`config.mk`:
```
export PLATFORM = sky130hd
export DESIGN_NAME = dmem_arbiter
export DESIGN_NICKNAME = d
export VERILOG_FILES = /design/src/rtl/dmem_arbiter.sv
export SDC_FILE = /design/constraint.sdc
export NUM_CORES = 1
export LEC_CHECK = 0
export CORE_AREA = 2 2 108 110
export DETAILED_ROUTE_END_ITERATION = 6
export DIE_AREA = 0 0 110 112
export HOLD_SLACK_MARGIN = 0.1
export PLACE_DENSITY_LB_ADDON = 0.25
export SYNTH_ARGS = -nofsm -noshare
export SYNTH_HDL_FRONTEND = slang
export SYNTH_SLANG_ARGS = --single-unit
```
`constraint.sdc`:
```
create_clock -name clk -period 4.7 [get_ports clk]
set_clock_uncertainty 0.2 [all_clocks]
set_input_delay 0.47 -clock clk [delete_from_list [all_inputs] [get_ports clk]]
set_output_delay 0.47 -clock clk [all_outputs]
set_load 0.01 [all_outputs]
```
`src/rtl/dmem_arbiter.sv`:
```
// Two-master round-robin arbiter for the shared data-memory port.
// Grant is held until the memory completes; a watchdog forces an error completion on a hung access.
module dmem_arbiter #(
    parameter int ADDR_WIDTH     = 32,
    parameter int DATA_WIDTH     = 32,
    parameter int TIMEOUT_CYCLES = 255,
    parameter int CNT_WIDTH      = 8
) (
    input  logic                  clk,
    input  logic                  rst,
    input  logic                  m0_valid_i,
    input  logic [ADDR_WIDTH-1:0] m0_addr_i,
    input  logic [DATA_WIDTH-1:0] m0_wdata_i,
    input  logic [3:0]            m0_we_i,
    output logic                  m0_ready_o,
    output logic                  m0_err_o,
    input  logic                  m1_valid_i,
    input  logic [ADDR_WIDTH-1:0] m1_addr_i,
    input  logic [DATA_WIDTH-1:0] m1_wdata_i,
    input  logic [3:0]            m1_we_i,
    output logic                  m1_ready_o,
    output logic                  m1_err_o,
    output logic [DATA_WIDTH-1:0] m_rdata_o,
    output logic                  dmem_valid_o,
    input  logic                  dmem_ready_i,
    output logic [ADDR_WIDTH-1:0] dmem_addr_o,
    output logic [DATA_WIDTH-1:0] dmem_wdata_o,
    output logic [3:0]            dmem_we_o,
    input  logic [DATA_WIDTH-1:0] dmem_rdata_i
);

    typedef enum logic {IDLE, BUSY} state_t;

    localparam logic [CNT_WIDTH-1:0] TIMEOUT_CNT = CNT_WIDTH'(TIMEOUT_CYCLES);
    localparam bit                   WDOG_EN     = (TIMEOUT_CYCLES != 0);

    state_t                 state_reg, state_next;
    logic                   owner_reg, owner_next;
    logic                   ptr_reg, ptr_next;
    logic [CNT_WIDTH-1:0]   cnt_reg, cnt_next;

    logic [1:0]             req_valid;
    logic [ADDR_WIDTH-1:0]  req_addr  [2];
    logic [DATA_WIDTH-1:0]  req_wdata [2];
    logic [3:0]             req_we    [2];
    logic [1:0]             ready_vec;
    logic [1:0]             err_vec;
    logic                   sel;
    logic                   mem_valid;
    logic                   we_pass;
    logic                   timeout_hit;

    assign req_valid    = {m1_valid_i, m0_valid_i};
    assign req_addr[0]  = m0_addr_i;
    assign req_addr[1]  = m1_addr_i;
    assign req_wdata[0] = m0_wdata_i;
    assign req_wdata[1] = m1_wdata_i;
    assign req_we[0]    = m0_we_i;
    assign req_we[1]    = m1_we_i;

    assign timeout_hit = WDOG_EN && (cnt_reg == TIMEOUT_CNT);

    always_comb begin
        state_next = state_reg;
        owner_next = owner_reg;
        ptr_next   = ptr_reg;
        cnt_next   = cnt_reg;
        sel        = 1'b0;
        mem_valid  = 1'b0;
        we_pass    = 1'b0;
        ready_vec  = 2'b00;
        err_vec    = 2'b00;
        case (state_reg)
            IDLE: begin
                if (|req_valid) begin
                    sel       = (&req_valid) ? ptr_reg : req_valid[1];
                    mem_valid = 1'b1;
                    we_pass   = 1'b1;
                    if (dmem_ready_i) begin
                        ready_vec[sel] = 1'b1;
                        ptr_next       = ~sel;
                    end else begin
                        state_next = BUSY;
                        owner_next = sel;
                        // The grant cycle already waited once on the memory, so it counts.
                        cnt_next   = CNT_WIDTH'(1);
                    end
                end
            end
            BUSY: begin
                sel       = owner_reg;
                mem_valid = 1'b1;
                we_pass   = 1'b1;
                if (dmem_ready_i) begin
                    ready_vec[sel] = 1'b1;
                    state_next     = IDLE;
                    cnt_next       = '0;
                    ptr_next       = ~sel;
                end else if (timeout_hit) begin
                    ready_vec[sel] = 1'b1;
                    err_vec[sel]   = 1'b1;
                    mem_valid      = 1'b0;
                    state_next     = IDLE;
                    cnt_next       = '0;
                    ptr_next       = ~sel;
                end else if (WDOG_EN) begin
                    cnt_next = cnt_reg + CNT_WIDTH'(1);
                end
            end
            default: state_next = IDLE;
        endcase
    end

    always_ff @(posedge clk) begin
        if (rst) begin
            state_reg <= IDLE;
            owner_reg <= 1'b0;
            ptr_reg   <= 1'b0;
            cnt_reg   <= '0;
        end else begin
            state_reg <= state_next;
            owner_reg <= owner_next;
            ptr_reg   <= ptr_next;
            cnt_reg   <= cnt_next;
        end
    end

    // Strobes are masked during reset so an abandoned transaction never completes.
    assign dmem_valid_o = mem_valid & ~rst;
    assign m0_ready_o   = ready_vec[0] & ~rst;
    assign m1_ready_o   = ready_vec[1] & ~rst;
    assign m0_err_o     = err_vec[0] & ~rst;
    assign m1_err_o     = err_vec[1] & ~rst;
    assign dmem_addr_o  = req_addr[sel];
    assign dmem_wdata_o = req_wdata[sel];
    assign dmem_we_o    = we_pass ? req_we[sel] : 4'b0000;
    assign m_rdata_o    = dmem_rdata_i;

endmodule

```
==> reports/summary.md <==
- hold crit path type: reg2reg
- wire length of the first global-routing pass: 11900 um
- drt wl/cell: 17.4 um
- Overflow after GRT: 0
- H-tree level count: 1
- Slew @ Worst Pin: 0.666 ns
- startpoint-to-endpoint class of the critical path: in2out
- Ys Warns: 0
- area growth from synthesis to final layout: 122%
- headroom to the max-slew limit: 55.6%
- HPWL after DPL: 7740 um
- fraction of registers with async set/reset: 0%
- initial standard-cell utilization of the core: 15.4%
- number of DRC markers in iteration 0: 45
- horizontal extent of the die: 110 um
- Final Hold Fails: 0
- max_cap viols: 0
- Final period util: 75.8%
- total CTS buffers: 3
- EDFF count, synth: 0
- top cells by area, synth: sky130_fd_sc_hd__mux2_2 (39%), sky130_fd_sc_hd__buf_4 (14%), sky130_fd_sc_hd__dfxtp_1 (13%)
- Final Hold Slack: 0.292 ns
- CTS Buffer Depth: 2
- Clock transition at path regs: 0.04 ns
- final setup fails: 0
- # nets final: 540
- worst skew pair latency: 0.24 ns
- Achievable Freq: 0.281 GHz
- residual DRC count: 0
- predominant post-synthesis flop cell: sky130_fd_sc_hd__dfxtp_1
- total standard cell area after synthesis: 1720 sq um
- number of slew-limit violations in the final report: 0
- synthesized net count: 361
- highest fanout seen on the critical path: 52
- sum of routed wire length over all layers: 8880 um
- # Post-CTS Setup Buffers: 0
- CTS resizes: 0
- Total Negative Setup Slacks: 0 ns
- area share of the largest cell type after synthesis: 38.7%
- critical path required time: 4.03 ns
- vias per std cell: 4.07
- vias in the first global route: 2063
- Pre-antenna DRT Iters: 4
- most common library cell in the layout ignoring fill and taps: sky130_fd_sc_hd__clkdlybuf4s50_1
- TritonCTS clock tree: done
- Root Driver: sky130_fd_sc_hd__clkbuf_16
- Port Buffer Count: 213
- Crit. End Element: output port
- leakage power: 1.39 nW
- sequential-to-total area share from yosys stat: 12.8%
- post-synthesis sequential element count: 11
- layout cell share with drive strength beyond 1: 18.6%
- Routability Congestion: 0.826
- fill count: 1177
- Total Die Area: 12300 sq um
- count of pins on the block boundary: 278
- maximum number of pins on one net before global-route repair: 53
- data arrival time of the critical path: 2.89 ns
- Post-Synthesis Cells: 187
- TritonCTS Sinks: 11
- PD cells: 167 nW/um^2
- site row count: 39
- core box area: 11200 sq um
- Total Routing Usage GR: 12.9%
- top library cells by usage in the layout, fill and taps aside: sky130_fd_sc_hd__clkdlybuf4s50_1 (213), sky130_fd_sc_hd__mux2_2 (59), sky130_fd_sc_hd__nor2_1 (16)
- shortest period the worst path allows: 3.56 ns
- Die Y-Extent: 112 um
- total of hold buffers inserted after clock tree synthesis: 0
- post-route antenna net violation count: 0
- crit start category: input pin
- number of distinct standard cells referenced by the synthesized netlist: 34
- max FFs per register: 8
- run status: completed
- initial antenna violation count: 1
- mean area per synthesized cell: 9.18 sq um
- RSZ-0062 raised after global routing: false
- IR Drop Worst-Case VDD: 0.000176 V
- number of vias after detailed routing: 2072
- library cell with the largest summed area after synthesis: sky130_fd_sc_hd__mux2_2
-- synth_stat cells, drive strengths merged, types with 2 or more instances --
library cell and number:
buf 39, nand2 2, and4 2, a21o 2
a21oi 3, inv 4, nor4 2, and3 3
a31oi 2, xor2 5, nand3 2, mux2i 4
clkbuf 3, nor3 4, mux2 64, o211ai 2
o21ai 3, nand2b 2, dfxtp 11, nor2 16
-- where the power goes --
group / leakage, nW / switching [W] / internal, W / total, W
registers: 0.0895 / 0.00000431 / 0.0000964 / 0.000101
clock network: 0.0409 / 0.0000444 / 0.000113 / 0.000157
logic: 1.26 / 0.000120 / 0.000257 / 0.000376
total: 1.39 / 0.000168 / 0.000466 / 0.000634
-- worst max-delay path: stages --
cell	delay [ns]
sky130_fd_sc_hd__clkdlybuf4s50_1	0.54
sky130_fd_sc_hd__inv_1	0.09
sky130_fd_sc_hd__o31ai_4	0.25
sky130_fd_sc_hd__buf_4	0.56
sky130_fd_sc_hd__mux2_2	0.45
sky130_fd_sc_hd__clkdlybuf4s50_1	0.49
-- cells by family (layout without fill, tap and decap cells) --
group                      count (synthesis)  after routing  share of synthesized area (%)
and+or+nand+nor                           36             36                           10.4
other                                      0              1                              0
buffers and inverters                     46            224                           20.1
AOI/OAI and AO/OA                         20             20                           9.11
adders and majority gates                  1              1                          0.729
muxes                                     68             68                           44.3
DFF                                       11             11                           12.8
xor gates and xnor gates                   5              5                           2.55
-- metal layers --
metal  vias up  track usage, %  part of all wire [%]
met5         -               0                  0.15
met4         2            3.80                   1.8
met3        20            6.97                    17
met2       131            22.1                    47
met1       920            13.5                    34
li1        999               -                     -
-- worst paths after layout --
kind	end	slack, ns	depth (start not counted)	from
worst min register to register	cnt_reg[6]	0.29	2	cnt_reg[6]
worst max register to register	cnt_reg[2]	2.89	5	cnt_reg[0]
worst min-delay path	cnt_reg[6]	0.29	2	cnt_reg[6]
worst max-delay path	dmem_wdata_o[11]	1.14	6	m1_valid_i
-- final cells by class --
type | count | area, sq um | share of cell area (%)
diodes | 1 | 2.50 | 0.0658
clock buffers | 3 | 75.1 | 1.97
clock inverters | 1 | 5.00 | 0.132
inverters | 4 | 15.0 | 0.395
multi-input cells | 130 | 1150 | 30.3
flip-flops and latches | 11 | 220 | 5.79
well taps | 143 | 179 | 4.71
repair buffers | 216 | 2150 | 56.7
-- metrics by stage --
step	util (%)	power [W]	std cells	area, sq um	setup WS, ns
3_3_place_gp	33.3	0.000480	504	3720	1.13
2_1_floorplan	-	0.000272	187	1720	2.48
6_report	34.0	0.000634	509	3800	1.14
4_1_cts	34.0	0.000642	508	3800	1.12
3_5_place_dp	33.3	0.000481	504	3720	1.12
5_1_grt	34.0	0.000666	508	3800	0.991
Note: power is estimated with default switching activity, not from simulation.
